`config.mk`:
```
export PLATFORM = sky130hd
export DESIGN_NAME = sram_frame_reader_flat
export DESIGN_NICKNAME = d
export VERILOG_FILES = /design/src/rtl/sram_rd_pkg.sv /design/src/rtl/sram_frame_reader_if.sv /design/src/rtl/sram_rd_skid.sv /design/src/rtl/sram_frame_reader.sv /design/src/flat_wrapper.sv
export SDC_FILE = /design/constraint.sdc
export NUM_CORES = 1
export LEC_CHECK = 0
export BUFFER_PORTS_ARGS = -buffer_cell sky130_fd_sc_hd__buf_2
export CAP_MARGIN = 20
export CELL_PAD_IN_SITES_DETAIL_PLACEMENT = 2
export CELL_PAD_IN_SITES_GLOBAL_PLACEMENT = 2
export CORE_MARGIN = 5
export CORE_UTILIZATION = 32
export DETAILED_ROUTE_END_ITERATION = 6
export PLACE_DENSITY = 0.8
export SLEW_MARGIN = 20
export SYNTH_ARGS = -nofsm -noshare
export SYNTH_HDL_FRONTEND = slang
export SYNTH_SLANG_ARGS = --single-unit
```
`constraint.sdc`:
```
create_clock -name clk -period 3 [get_ports clk]
set_input_delay 0.75 -clock clk [delete_from_list [all_inputs] [get_ports clk]]
set_output_delay 0.75 -clock clk [all_outputs]
set_load 0.01 [all_outputs]
```
`src/rtl/sram_rd_pkg.sv`:
```
// Shared types and constants for the SRAM frame reader and its skid FIFO.
package sram_rd_pkg;

    // Reader control states.
    typedef enum logic [1:0] {
        IDLE  = 2'd0,
        RUN   = 2'd1,
        DRAIN = 2'd2
    } rd_state_t;

    // Two entries cover one word in flight from the SRAM plus one parked word.
    localparam int SKID_DEPTH = 2;
    localparam int SKID_CNT_W = $clog2(SKID_DEPTH + 1);

endpackage

```
`src/rtl/sram_frame_reader_if.sv`:
```
// Output word stream of the SRAM frame reader.
// Handshake: a word transfers on a rising clk edge where out_valid and out_ready
// are both high. Once out_valid is raised, out_valid, out_data and out_last stay
// stable until that transfer; out_ready may change freely and never gates out_valid.
interface sram_frame_reader_if #(
    parameter int WWORD = 32
);
    logic             out_valid;
    logic             out_ready;
    logic [WWORD-1:0] out_data;
    logic             out_last;

    modport master (output out_valid, output out_data, output out_last, input out_ready);
    modport slave  (input out_valid, input out_data, input out_last, output out_ready);
endinterface

```
`src/rtl/sram_rd_skid.sv`:
```
// Two-entry FIFO that parks SRAM read data (plus frame-end flag) so that
// downstream stalls never drop a word already requested from the SRAM.
module sram_rd_skid
    import sram_rd_pkg::*;
#(
    parameter int W = 33
) (
    input  logic                  clk,
    input  logic                  rstn,
    input  logic                  push,
    input  logic [W-1:0]          din,
    input  logic                  pop,
    output logic [W-1:0]          dout,
    output logic [SKID_CNT_W-1:0] count
);

    logic [W-1:0]          mem [SKID_DEPTH];
    logic                  wr_ptr;
    logic                  rd_ptr;
    logic [SKID_CNT_W-1:0] cnt_q;

    // Storage, pointers and occupancy; push and pop in the same cycle keep the count.
    always_ff @(posedge clk) begin
        if (!rstn) begin
            for (int i = 0; i < SKID_DEPTH; i++) begin
                mem[i] <= '0;
            end
            wr_ptr <= 1'b0;
            rd_ptr <= 1'b0;
            cnt_q  <= '0;
        end else begin
            if (push) begin
                mem[wr_ptr] <= din;
                wr_ptr      <= ~wr_ptr;
            end
            if (pop) begin
                rd_ptr <= ~rd_ptr;
            end
            case ({push, pop})
                2'b10:   cnt_q <= cnt_q + SKID_CNT_W'(1);
                2'b01:   cnt_q <= cnt_q - SKID_CNT_W'(1);
                default: cnt_q <= cnt_q;
            endcase
        end
    end

    // Head of the queue is presented directly.
    always_comb begin
        dout  = mem[rd_ptr];
        count = cnt_q;
    end

endmodule

```
`src/rtl/sram_frame_reader.sv`:
```
// Read-side controller for the 1W1R SRAM: streams len words starting at base,
// wrapping at DEPTH, onto a valid/ready stream through a 2-entry skid FIFO.
// Optional feature macro: READER_LOOP_EN (repeat the frame until stop is seen).
module sram_frame_reader
    import sram_rd_pkg::*;
#(
    parameter int WWORD = 32,
    parameter int WADDR = 5,
    parameter int DEPTH = 24
) (
    input  logic                      clk,
    input  logic                      rstn,
    input  logic                      start,
    input  logic [WADDR-1:0]          base,
    input  logic [WADDR:0]            len,
    output logic                      busy,
    output logic                      done,
    output logic [WADDR-1:0]          sram_aa,
    output logic                      sram_cena,
    input  logic [WWORD-1:0]          sram_qa,
`ifdef READER_LOOP_EN
    input  logic                      stop,
`endif
    sram_frame_reader_if.master       strm,
    output rd_state_t                 dbg_state
);

    rd_state_t             state_q, state_d;
    logic [WADDR-1:0]      addr_q, addr_d;
    logic [WADDR:0]        rem_q, rem_d;
    logic                  inflight_q;
    logic                  inflight_last_q;
    logic                  done_q, done_d;
    logic                  issue;
    logic                  frame_end;
    logic                  pop;
    logic                  room;
    logic [WADDR-1:0]      base_eff;
    logic [SKID_CNT_W-1:0] fifo_cnt;
    logic [SKID_CNT_W:0]   occ;
    logic [WWORD:0]        fifo_dout;
`ifdef READER_LOOP_EN
    logic [WADDR-1:0]      base_q;
    logic [WADDR:0]        len_q;
    logic                  stop_seen_q;
`endif

    // Out-of-range base addresses restart at the bottom of the SRAM.
    assign base_eff = (32'(base) >= DEPTH) ? '0 : base;

    // Handshake and issue headroom: words held + in flight, minus the one leaving now.
    always_comb begin
        pop  = strm.out_valid & strm.out_ready;
        occ  = {1'b0, fifo_cnt} + {{SKID_CNT_W{1'b0}}, inflight_q};
        room = pop ? (occ <= (SKID_CNT_W+1)'(2)) : (occ <= (SKID_CNT_W+1)'(1));
    end

    // Next state, next address/count, read issue and done generation.
    always_comb begin
        state_d   = state_q;
        addr_d    = addr_q;
        rem_d     = rem_q;
        done_d    = 1'b0;
        issue     = 1'b0;
        frame_end = 1'b0;
        case (state_q)
            IDLE: begin
                if (start) begin
                    addr_d = base_eff;
                    rem_d  = len;
                    if (len == '0) begin
                        done_d = 1'b1;
                    end else begin
                        state_d = RUN;
                    end
                end
            end
            RUN: begin
                if (room) begin
                    issue     = 1'b1;
                    frame_end = (rem_q == (WADDR+1)'(1));
                    addr_d    = (32'(addr_q) == DEPTH - 1) ? '0 : addr_q + WADDR'(1);
                    rem_d     = rem_q - (WADDR+1)'(1);
                    if (frame_end) begin
`ifdef READER_LOOP_EN
                        if (!(stop_seen_q || stop)) begin
                            addr_d = base_q;
                            rem_d  = len_q;
                        end else begin
                            state_d = DRAIN;
                        end
`else
                        state_d = DRAIN;
`endif
                    end
                end
            end
            DRAIN: begin
                // Nothing more is issued, so the only word left leaving ends the run.
                if (pop && fifo_cnt == SKID_CNT_W'(1) && !inflight_q) begin
                    state_d = IDLE;
                    done_d  = 1'b1;
                end
            end
            default: state_d = IDLE;
        endcase
    end

    // Control registers; the SRAM returns data one cycle after each issue.
    always_ff @(posedge clk) begin
        if (!rstn) begin
            state_q         <= IDLE;
            addr_q          <= '0;
            rem_q           <= '0;
            inflight_q      <= 1'b0;
            inflight_last_q <= 1'b0;
            done_q          <= 1'b0;
        end else begin
            state_q         <= state_d;
            addr_q          <= addr_d;
            rem_q           <= rem_d;
            inflight_q      <= issue;
            inflight_last_q <= frame_end;
            done_q          <= done_d;
        end
    end

`ifdef READER_LOOP_EN
    // Frame parameters for reload, and a sticky stop request for the current run.
    always_ff @(posedge clk) begin
        if (!rstn) begin
            base_q      <= '0;
            len_q       <= '0;
            stop_seen_q <= 1'b0;
        end else if (state_q == IDLE) begin
            stop_seen_q <= 1'b0;
            if (start) begin
                base_q <= base_eff;
                len_q  <= len;
            end
        end else if (stop) begin
            stop_seen_q <= 1'b1;
        end
    end
`endif

    sram_rd_skid #(
        .W (WWORD + 1)
    ) u_skid (
        .clk   (clk),
        .rstn  (rstn),
        .push  (inflight_q),
        .din   ({inflight_last_q, sram_qa}),
        .pop   (pop),
        .dout  (fifo_dout),
        .count (fifo_cnt)
    );

    // Output wiring; out_last is qualified so stale FIFO contents never show it.
    always_comb begin
        sram_aa        = addr_q;
        sram_cena      = ~issue;
        busy           = (state_q != IDLE);
        done           = done_q;
        dbg_state      = state_q;
        strm.out_valid = (fifo_cnt != '0);
        strm.out_data  = fifo_dout[WWORD-1:0];
        strm.out_last  = strm.out_valid & fifo_dout[WWORD];
    end

endmodule
```
`src/flat_wrapper.sv`:
```
// flat-port wrapper written by rule: the top's interface ports become plain ports
module sram_frame_reader_flat import sram_rd_pkg::*;
#(
    parameter int WWORD = 32,
    parameter int WADDR = 5,
    parameter int DEPTH = 24
)
  (clk, rstn, start, base, len, busy, done, sram_aa, sram_cena, sram_qa, dbg_state, strm_out_valid, strm_out_data, strm_out_last, strm_out_ready);
  sram_frame_reader_if #(.WWORD(WWORD)) strm_i ();
  input  logic clk;
  input  logic rstn;
  input  logic start;
  input  logic [WADDR-1:0] base;
  input  logic [WADDR:0] len;
  output logic busy;
  output logic done;
  output logic [WADDR-1:0] sram_aa;
  output logic sram_cena;
  input  logic [WWORD-1:0] sram_qa;
  output rd_state_t dbg_state;
  output wire logic [$bits(strm_i.out_valid)-1:0] strm_out_valid;
  output wire logic [$bits(strm_i.out_data)-1:0] strm_out_data;
  output wire logic [$bits(strm_i.out_last)-1:0] strm_out_last;
  input wire logic [$bits(strm_i.out_ready)-1:0] strm_out_ready;
  assign strm_out_valid = strm_i.out_valid;
  assign strm_out_data = strm_i.out_data;
  assign strm_out_last = strm_i.out_last;
  assign strm_i.out_ready = strm_out_ready;
  sram_frame_reader #(.WWORD(WWORD), .WADDR(WADDR), .DEPTH(DEPTH)) u_core (.clk(clk), .rstn(rstn), .start(start), .base(base), .len(len), .busy(busy), .done(done), .sram_aa(sram_aa), .sram_cena(sram_cena), .sram_qa(sram_qa), .strm(strm_i), .dbg_state(dbg_state));
endmodule
```
Word-level counts from Yosys, hierarchy flattened:

Memories as Yosys holds them, arrays and structs flattened. A register that Yosys moved wholly into a read port is not among the register bits.
Cells that the tools add are included.
Widths: inputs -> output; s select.

* add/sub/neg operators: 5
* reduce and logical (&&, ||, !) cells: 13
* magnitude comparators: 3
* mux-type cells: 31
* eq/ne operators: 12
* bitwise operators: 5

Operators by type and width (number)
* $mux 33: 1
* $reduce_or 33->1: 1
* $mux 5: 4
* $mux 1: 14
* $mux 6: 2
* $pmux 6 s2: 1
* $mux 2: 5
* $pmux 5 s2: 1
* $reduce_bool 2->1: 4
* $eq 2x1->1 const B: 3
* $eq 6x1->1 const B: 1
* $logic_not 6->1: 1
* $ne 2x1->1 const B: 3
* $pmux 2 s3: 1
* $reduce_and 3->1: 2
* $sub 6x1->6 const B: 1
* $add 5x1->5 const B: 1
* $eq 5x5->1 const B: 1
* $ge 5x5->1 const B: 1
* $reduce_and 5->1: 1
* $eq 2x2->1 const B: 2
* $ne 2x2->1 const B: 2
* $pmux 2 s2: 1
* $add 2x1->3: 1
* other kinds (10): 14

* memories kept: 1
* memory bits (writable): 66
* logic and storage cells: 79
* output and inout port bits: 44
* register bits: 20

Memories
* u_core.u_skid.mem: words 2, bits a word 33, rd ports 1, clocked after memory_dff 1, wr ports 2, line sram_rd_skid.sv:17 `logic [W-1:0] mem [SKID_DEPTH];`

Longest topological paths before layout:

Gate-level depths: netlist (run 1).

* word-level depth: 6
* depth in mapped cells: 8

Modules after synthesis:

Synthesis (run 1) repeated with hierarchy kept, for this count alone.

* cells, all modules: 356
* area total of the unflattened synthesis: 4055.1 sq um

By module, submodules not included
* sram_rd_skid: instances 1, seq. area each 2082.0 sq um, area each 3007.9 sq um, cells each 235
* sram_frame_reader: instances 1, seq. area each 320.3 sq um, area each 1047.3 sq um, cells each 121

Worst setup path before layout (run 1):

No wires, ideal clock.

* path type: register to register
* from: register u_core.inflight_q
* to: memory u_core.u_skid.mem[0][0], enable pin
* stages on the path, launching flop included: 3
* period minus slack after synthesis: 3.277 ns
* arrival time: 2.809 ns
* setup time: 0.469 ns
* setup slack: -0.277 ns
* cells stage by stage: dfxtp_1 inv_1 o21ai_0

RTL lines
* from (decl): line sram_frame_reader.sv:31 `logic inflight_q;`
* from (signal assigned): line sram_frame_reader.sv:122 `inflight_q <= issue;`
* to (decl): line sram_rd_skid.sv:17

Worst setup path in the final report (run 1):

* from: register u_core.u_skid.cnt_q[0], in the netlist u_core.u_skid.count[0]
* to: output sram_cena

* longest elaborated chain between the ends: 6
* elaborated cells between the ends (all ways): 9
* those cells by class: 1 x add/sub; 2 x order compare; 3 x mux; 2 x bitwise; 1 x reduce/logical

RTL lines
* from (decl): line sram_rd_skid.sv:20 `logic [SKID_CNT_W-1:0] cnt_q;`
* from (signal assigned): line sram_rd_skid.sv:40 `2'b10: cnt_q <= cnt_q + SKID_CNT_W'(1);`
* from (signal assigned): line sram_rd_skid.sv:41 `2'b01: cnt_q <= cnt_q - SKID_CNT_W'(1);`
* from (signal assigned): line sram_rd_skid.sv:42 `default: cnt_q <= cnt_q;`
* $add 2x1->3 / $reduce_bool 2->1 (equally long branches): line sram_frame_reader.sv:54, sram_frame_reader.sv:166
* $le 3x1->1 (tied with other cells): line sram_frame_reader.sv:55 `room = pop ? (occ <= (SKID_CNT_W+1)'(2)) : (occ <= (SKID_CNT_W+1)'(1));`
* $mux 1 (*): line sram_frame_reader.sv:55
* $mux 1 (*): line sram_frame_reader.sv:79 `if (room) begin`
* $mux 1 (*): line sram_frame_reader.sv:66 `case (state_q)`
* $not 1->1 (*): line sram_frame_reader.sv:162 `sram_cena = ~issue;`
* to (decl): line flat_wrapper.sv:18 `output logic sram_cena;`

Mark *: on every way between the ends. The rest lies on a longest branch, timed or not.

==> flow_summary.yaml, run 1 <==
synth:
  syn-instance-count: 324
  syn_area_per_cell_sq_um: 12.5
  ys.flop_type: "edfxtp_1"
  yosys-top-cells-count: "and2_1 (67), edfxtp_1 (66), mux2_2 (32)"
  syn_nets: 380
  yosys_warnings: 0
  synth-edff-count: 66
  synth_top_area_share_pct: 48.8
  synth_top_area_cell: "edfxtp_1"
  async_reset_ff_share_pct: 0
  yosysMostFrequentCell: "and2_1"
  synth_area_leaders: "edfxtp_1 (49%), dfxtp_1 (10%), and2_1 (10%)"
  synth_area_sq_mm: 0.00406
  synth-seq-area-share_pct: 59.1
  ys_ff_latch: 87
  synthDistinctLibCells: 47
detailed_routing:
  avgRoutedWirePerCell_um: 18.1
  antenna_left: 0
  drtPass1Iterations: 4
  routed_via_density: 4.84
  drtIter0Drc: 119
  wl_mm: 10.7
  drc: 0
  via_count: 2866
sta:
  worst_slew_pin_slew_ps: 790
  rsz0062_at_grt: "no"
  period_share_pct: 87.7
  fin_tns_setup_ps: 0
  finalHoldViolations: 0
  slew_violations: 0
  min_period_ps: 2630
  setup_viol: 0
  holdWs_ps: 501
  fin_skew_ps: 8.36
  slew_headroom_pct: 47.3
  fmax_mhz: 380
outcome:
  status: "finished clean"
grt:
  grt_max_degree: 34
  grt_pass1_wl_mm: 16.7
  grt_pass1_vias: 3227
  grt_util_all_layers_pct: 14.5
  antenna_found_initial: 0
  grt.overflow.total: 0
die:
  rows: 41
  core_sq_mm: 0.0125
  die_area_sq_mm: 0.0151
  start_util_pct: 32.5
  die_w_um: 123
  ios: 91
  die_h_um: 123
cts:
  holdBufCountCts: 0
  cts-buffers-inserted: 9
  cts-resized-gates: 0
  root_buffer: "clkbuf_16"
  post-cts-setup-buffers: 0
  cts_max_level: 3
  clk_pin_slew_ps: 60
  worstSkewPairLatency_ps: 340
  cts_buffer_depth: 2
  cts_tree: "yes"
  clock-sinks: 87
placement:
  hpwl_mm: 7.72
  place_congestion: 0.810
  io_buffers: 90
pwr:
  leakage_nw: 2.08
  power_frac_clock_pct: 29.7
  pwr-share-seq_pct: 44.0
  combPwrFrac_pct: 26.4
  switching_share_pct: 30.7
  p_switching_mw: 1.07
  p_int_mw: 2.42
  power_density_mw_per_mm2: 698
  vdd_drop_max_mv: 0.242
setup_path:
  cp-start-kind: "flop"
  reg2reg_from: "u_core.u_skid.count[0]"
  worst_ep_required_time_ps: 2250
  worstSetupStartpoint: "u_core.u_skid.count[0]"
  cp-end-kind: "primary output"
  arrival_ps: 1880
  path_max_fanout: 4
  critPathKind: "reg2out"
cells_and_area:
  drive_gt1_share_pct: 36.9
  utilization_pct: 40.0
  area_delta_synth_final_pct: 23.3
  diodes: 0
  num-nets-final: 471
run:
  cap_violations: 0
hold_path:
  hp-start: "u_core.rem_q[4]"
  hold_class: "reg2reg"
==> power groups by stage <==
stage	Combinational [mW]	Sequential, mW	Clock, mW
after floorplan	0.620	1.50	0
after global placement	0.911	1.55	0
after detailed placement	0.938	1.57	0
after CTS	0.944	1.54	1.06
after global routing	1.02	1.56	1.11
final	0.921	1.54	1.04
==> path summary, 6_finish.rpt <==
| path | endpoint | slack (ps) | depth (start not counted) |
|---|---|---|---|
| setup / recovery | sram_cena | 370 | 7 |
| hold / removal | u_core.rem_q[4] | 500 | 2 |
| setup reg to reg | u_core.sram_aa[0] | 760 | 7 |
| hold reg to reg | u_core.rem_q[4] | 500 | 2 |
==> state kept, by name (all words and copies together), names as in the netlist, named ones only <==
signal	cells
u_core.u_skid.mem	66
u_core.rem_q	6
u_core.sram_aa	5
u_core.dbg_state	2
u_core.u_skid.count	2
u_core.done	1
u_core.inflight_last_q	1
u_core.inflight_q	1
u_core.u_skid.rd_ptr	1
u_core.u_skid.wr_ptr	1
==> critical path: stages (launching register included) <==
cell     delay, ps
dfxtp_1        410
ha_1           210
inv_1           50
ha_1           260
nor3b_2        210
a21o_1         210
nand2_1         60
buf_2          140
==> metal layers <==
metal	GRT usage [%]	vias up	wire length (um)
li1	-	1353	-
met5	0	-	0
met3	3.18	11	588
met4	4.83	0	132
met1	16.9	1423	4520
met2	26.2	79	5460
==> kinds of logic after synthesis <==
| group | Yosys count | share of synthesized area (%) |
|---|---|---|
| and+or+nand+nor | 119 | 17.5 |
| AOI/OAI and AO/OA | 41 | 7.33 |
| buffers and inverters | 30 | 3.05 |
| xor gates and xnor gates | 4 | 0.862 |
| adders and majority gates | 9 | 2.77 |
| muxes | 34 | 9.36 |
| DFF | 87 | 59.1 |
==> area by class of cell <==
cell class,count,area [sq um]
inverters,11,41.3
clock buffers,10,229
fillers,1361,7510
repair buffers,99,518
clock inverters,6,45.0
multi-input cells,207,1560
flip-flops and latches,87,2400
well taps,172,215
==> metrics by stage <==
step	total power, mW	std cells	worst slack (ps)	area [sq um]
finish	3.49	592	369	5010
global route	3.69	592	234	5010
CTS	3.55	592	338	5010
detailed placement	2.51	576	721	4740
global placement	2.46	576	790	4740
floorplan	2.12	324	617	4060
==> cells in the final DEF, fill, tap and decap left out, drive strengths merged, types with 2 or more instances in the layout <==
cell / netlist / layout
buf: 7 / 99
and2: 67 / 67
nor4: 2 / 2
o21ai: 2 / 2
and3: 6 / 6
ha: 9 / 9
nor2: 15 / 15
o31ai: 7 / 7
a31oi: 3 / 3
inv: 10 / 11
o311ai: 5 / 5
a211o: 3 / 3
edfxtp: 66 / 66
nor3b: 2 / 2
a211oi: 2 / 2
nand3: 3 / 3
clkbuf: 12 / 10
or2: 2 / 2
o21bai: 2 / 2
nand4: 2 / 2
nand2b: 3 / 3
xnor2: 2 / 2
mux2: 32 / 32
a21oi: 9 / 9
a2111oi: 3 / 3
dfxtp: 21 / 21
xor2: 2 / 2
clkinv: 1 / 3
nor2b: 2 / 2
nor3: 4 / 4
clkinvlp: 0 / 3
nand2: 5 / 5
mux2i: 2 / 2
a22oi: 2 / 2
No activity file was read; power rests on OpenSTA's default activity.
==> run 2, diff against run 1 <==
BUFFER_PORTS_ARGS = not set   (was -buffer_cell sky130_fd_sc_hd__buf_2)
CORE_UTILIZATION = 37   (was 32)
DONT_BUFFER_PORTS = 1   (was not set)
PLACE_DENSITY = 0.76   (was 0.8)
==> run 2 against run 1 <==
  * Register-to-register slack lost 80 ps
  * Clock skew is 2.9 ps higher
  * Non-clock buffer count decreased by 91
==> flow_summary.yaml, run 2 (same netlist as run 1, synthesis figures left out) <==
setup_path:
  reg2reg_from: "u_core.u_skid.count[0]"
  slowest_delay_ps: 420
  crit_chain: "ha_1 > inv_1 > ha_1 > nor3b_2 > a21o_1 > nand2_1"
  cp-end-kind: "primary output"
  path_max_fanout: 4
  cp_common_cell: "ha_1"
  worst_ep_required_time_ps: 2250
  arrival_ps: 1850
  worstSetupStartpoint: "u_core.u_skid.count[0]"
  cp_slowest_cell: "dfxtp_1"
  crit_buf_inv: 1
  critPathKind: "reg2out"
  path_delay_family: "adder cells"
  cp-start-kind: "flop"
cts:
  holdBufCountCts: 0
  cts_buffer_depth: 2
  cts_tree: "yes"
  clk_pin_slew_ps: 90
  cts-resized-gates: 0
  post-cts-setup-buffers: 0
  cts-buffers-inserted: 9
  root_buffer: "clkbuf_8"
  clock-sinks: 87
  cts_max_level: 3
  worstSkewPairLatency_ps: 360
sta:
  setup_viol: 0
  min_period_ps: 2600
  worst_slew_pin_slew_ps: 845
  slew_violations: 0
  rsz0062_at_grt: "no"
  period_share_pct: 86.5
  fin_skew_ps: 11.3
  slew_headroom_pct: 43.7
  finalHoldViolations: 0
  fmax_mhz: 385
  fin_tns_setup_ps: 0
outcome:
  status: "finished clean"
grt:
  grt.overflow.total: 0
  grt_pass1_wl_mm: 15.7
  grt_pass1_vias: 2748
  grt_util_all_layers_pct: 15.6
  antenna_found_initial: 0
  grt_max_degree: 34
die:
  die_w_um: 115
  ios: 91
  core_sq_mm: 0.0108
  start_util_pct: 37.7
  die_h_um: 115
  rows: 38
  die_area_sq_mm: 0.0132
placement:
  place_congestion: 0.761
  hpwl_mm: 7.09
  io_buffers: 0
detailed_routing:
  antenna_left: 0
  wl_mm: 10.0
  avgRoutedWirePerCell_um: 21.4
  via_count: 2488
  routed_via_density: 5.30
  drtIter0Drc: 140
  drtPass1Iterations: 4
  drc: 0
hold_path:
  hold_class: "reg2reg"
  hp-start: "u_core.rem_q[5]"
cells_and_area:
  diodes: 0
  largest_register_ffs: 66
  final_cell_mix: "and2_1 (67), edfxtp_1 (66), mux2_2 (32), dfxtp_1 (21), nor2_1 (15)"
  largest-register: "u_core.u_skid.mem"
  utilization_pct: 41.1
  drive_gt1_share_pct: 19.1
  area_delta_synth_final_pct: 9.11
  mostFrequentLayoutCell: "and2_1"
  num-nets-final: 380
pwr:
  power_density_mw_per_mm2: 691
  vdd_drop_max_mv: 0.277
  leakage_nw: 1.67
run:
  cap_violations: 0
run 2: cell count changes in the layout (fill, tap and decap cells not counted), moves of 2 or more:
cell	previous run	this run
buf_4	9	7
clkbuf_8	0	9
inv_6	1	3
clkbuf_16	9	0
clkinvlp_4	3	0
buf_2	90	0
inv_8	0	2
run 2: layout make-up:
| class | instances | area (sq um) |
|---|---|---|
| fill | 1085 | 6360 |
| clock buffer | 10 | 128 |
| timing repair buffer | 8 | 72.6 |
| multi-input combinational | 207 | 1560 |
| tap | 140 | 175 |
| clock inverter | 6 | 57.6 |
| inverter | 11 | 41.3 |
| sequential | 87 | 2400 |
run 2: stage by stage:
stage	total power, mW	cells	hold WS, ps	cell area, sq um	worst slack, ps
after global routing	3.24	469	504	4430	245
final	3.06	469	499	4430	404
after floorplan	2.12	324	448	4060	617
after CTS	3.12	469	495	4430	364
after global placement	2.29	453	469	4250	818
after detailed placement	2.32	453	488	4250	678
run 2: path summary, 6_finish.rpt:
path / end / slack (ps) / cells past startpoint
worst max-delay path: sram_cena / 400 / 6
worst min-delay path: u_core.rem_q[5] / 500 / 2
worst max register to register: u_core.rem_q[1] / 680 / 7
worst min register to register: u_core.rem_q[5] / 500 / 2
run 2: power breakdown:
group          total, mW  switching (mW)  internal [mW]
clock network      0.789           0.465          0.324
registers           1.50          0.0776           1.43
logic              0.771           0.457          0.314
run 2: worst reg2reg max path: stages, from the launching register on:
cell and delay (ps):
dfxtp_1 420, ha_1 220, inv_1 60, ha_1 280
nor3b_2 170, a21oi_2 560, or2_1 360, a211oi_1 130
run 2: metal layers:
metal / track usage [%] / routed length (um) / vias up
li1: - / - / 1170
met2: 27.5 / 5230 / 55
met4: 4.23 / 89 / 0
met5: 0 / 0 / -
met1: 18.6 / 4090 / 1256
met3: 4.58 / 641 / 7
==> run 3, diff against run 2 <==
==> constraint.sdc (replaced) <==
create_clock -name clk -period 3 [get_ports clk]
set_input_delay 0.15 -clock clk [delete_from_list [all_inputs] [get_ports clk]]
set_output_delay 0.15 -clock clk [all_outputs]
set_load 0.01 [all_outputs]
==> run 3 against run 2 <==
  * Cell count rose by 7.2%
  * Critical endpoint is now u_core.sram_aa[0]
  * Critical path type is now reg2reg
  * First-iteration DRC count fell by 21%
  * Power rose by 9.2%
  * Wire length is 6.3% higher
  * Utilization increased by 3.8 points
  * Setup slack improved by 310 ps
  * Largest cell class unchanged
==> flow_summary.yaml, run 3 (same netlist as run 1, synthesis figures left out) <==
die:
  die_area_sq_mm: 0.0132
  rows: 38
  die_h_um: 115
  die_w_um: 115
  core_sq_mm: 0.0108
  ios: 91
  start_util_pct: 37.7
run:
  cap_violations: 0
grt:
  grt.met2_usage_pct: 30.8
  grt.busiest_layer: "met2"
  grt_use_met1_pct: 20.2
  grt_pass1_wl_mm: 17.0
  antenna_found_initial: 0
  grt_max_degree: 34
  grt_util_all_layers_pct: 17.0
  use_met3_pct: 4.37
  grt.overflow.total: 0
  grt_pass1_vias: 3007
sta:
  slew_headroom_pct: 44.3
  period_share_pct: 76.1
  holdWs_ps: 23.2
  rsz0062_at_grt: "no"
  fin_tns_setup_ps: 0
  finalHoldViolations: 0
  min_period_ps: 2280
  setup_viol: 0
  fin_skew_ps: 7.36
  worst_slew_pin_slew_ps: 835
  fmax_mhz: 438
  slew_violations: 0
placement:
  hpwl_mm: 6.80
  place_congestion: 0.714
  dp.cells: 451
  io_buffers: 0
cts:
  worstSkewPairLatency_ps: 360
  cts_max_level: 3
  clk_pin_slew_ps: 90
  cts_tree: "yes"
  root_buffer: "clkbuf_8"
  cts_buffer_depth: 2
  cts-buffers-inserted: 9
  clock-sinks: 87
detailed_routing:
  avgRoutedWirePerCell_um: 21.2
  drtIter0Drc: 110
  drtPass1Iterations: 4
  drc: 0
  wl_mm: 10.7
  routed_via_density: 5.26
  antenna_left: 0
  via_count: 2644
pwr:
  power_density_mw_per_mm2: 690
  vdd_drop_max_mv: 0.264
  power_mw: 3.34
  leakage_nw: 1.84
setup_path:
  cp_slowest_cell: "a21oi_2"
  crit_buf_inv: 1
  cp-start-kind: "flop"
  arrival_ps: 2590
  slowest_delay_ps: 560
  crit_chain: "ha_1 > inv_1 > ha_1 > nor3b_2 > a21oi_2 > or2_1 > o311a_1"
  reg2reg_setup_slack_ps: 720
  path_delay_family: "compound AO/OA/AOI/OAI gates"
  worst_ep_required_time_ps: 3310
  path_max_fanout: 16
  cp_common_cell: "ha_1"
  cp-end-kind: "flop"
  critPathKind: "reg2reg"
cells_and_area:
  final_cell_mix: "and2_1 (67), edfxtp_1 (66), dlygate4sd3_1 (36), mux2_2 (32), dfxtp_1 (21)"
  nFillCells: 1073
  area_delta_synth_final_pct: 19.3
  utilization_pct: 44.9
  num-nets-final: 414
  largest_register_ffs: 66
  largest-register: "u_core.u_skid.mem"
  mostFrequentLayoutCell: "and2_1"
  drive_gt1_share_pct: 17.4
  diodes: 0
  final_cells: 503
hold_path:
  hold_class: "in2reg"
outcome:
  status: "finished clean"
-- run 3: cell type report --
cell class	count	area [sq um]	area share, %
Multi-Input combinational cell	207	1560	32.2
Inverter	11	41.3	0.852
Sequential cell	87	2400	49.5
Timing Repair Buffer	42	418	8.62
Clock buffer	9	124	2.55
Clock inverter	7	126	2.61
Tap cell	140	175	3.61
-- run 3: worst paths after layout --
kind / from / to / cells past startpoint
max: u_core.u_skid.count[0] / u_core.sram_aa[0] / 7
min: base[3] / u_core.sram_aa[3] / 2
max reg2reg: u_core.u_skid.count[0] / u_core.sram_aa[0] / 7
min reg2reg: u_core.rem_q[4] / u_core.rem_q[4] / 2
-- run 3: metrics by stage --
step	instance area [sq um]	setup WS [ps]
6_report	4850	716
5_1_grt	4850	547
4_1_cts	4820	715
3_5_place_dp	4230	739
3_3_place_gp	4230	841
2_1_floorplan	4060	617
-- run 3: routing by layer --
| metal | up-vias | wire length [um] |
|---|---|---|
| li1 | 1240 | - |
| met3 | 8 | 515 |
| met2 | 56 | 5650 |
| met1 | 1340 | 4410 |
| met4 | 0 | 99 |
| met5 | - | 0 |
-- run 3: power by group --
part | switching [mW] | internal, mW
Combinational | 0.478 | 0.341
Sequential | 0.0776 | 1.43
Clock | 0.457 | 0.565
-- run 3: timing repair --
item | in CTS | in global routing
buffers inserted | 0 | 0
hold endpoints to repair | 67 | 2
hold buffers | 34 | 2
resized for setup | 0 | 0
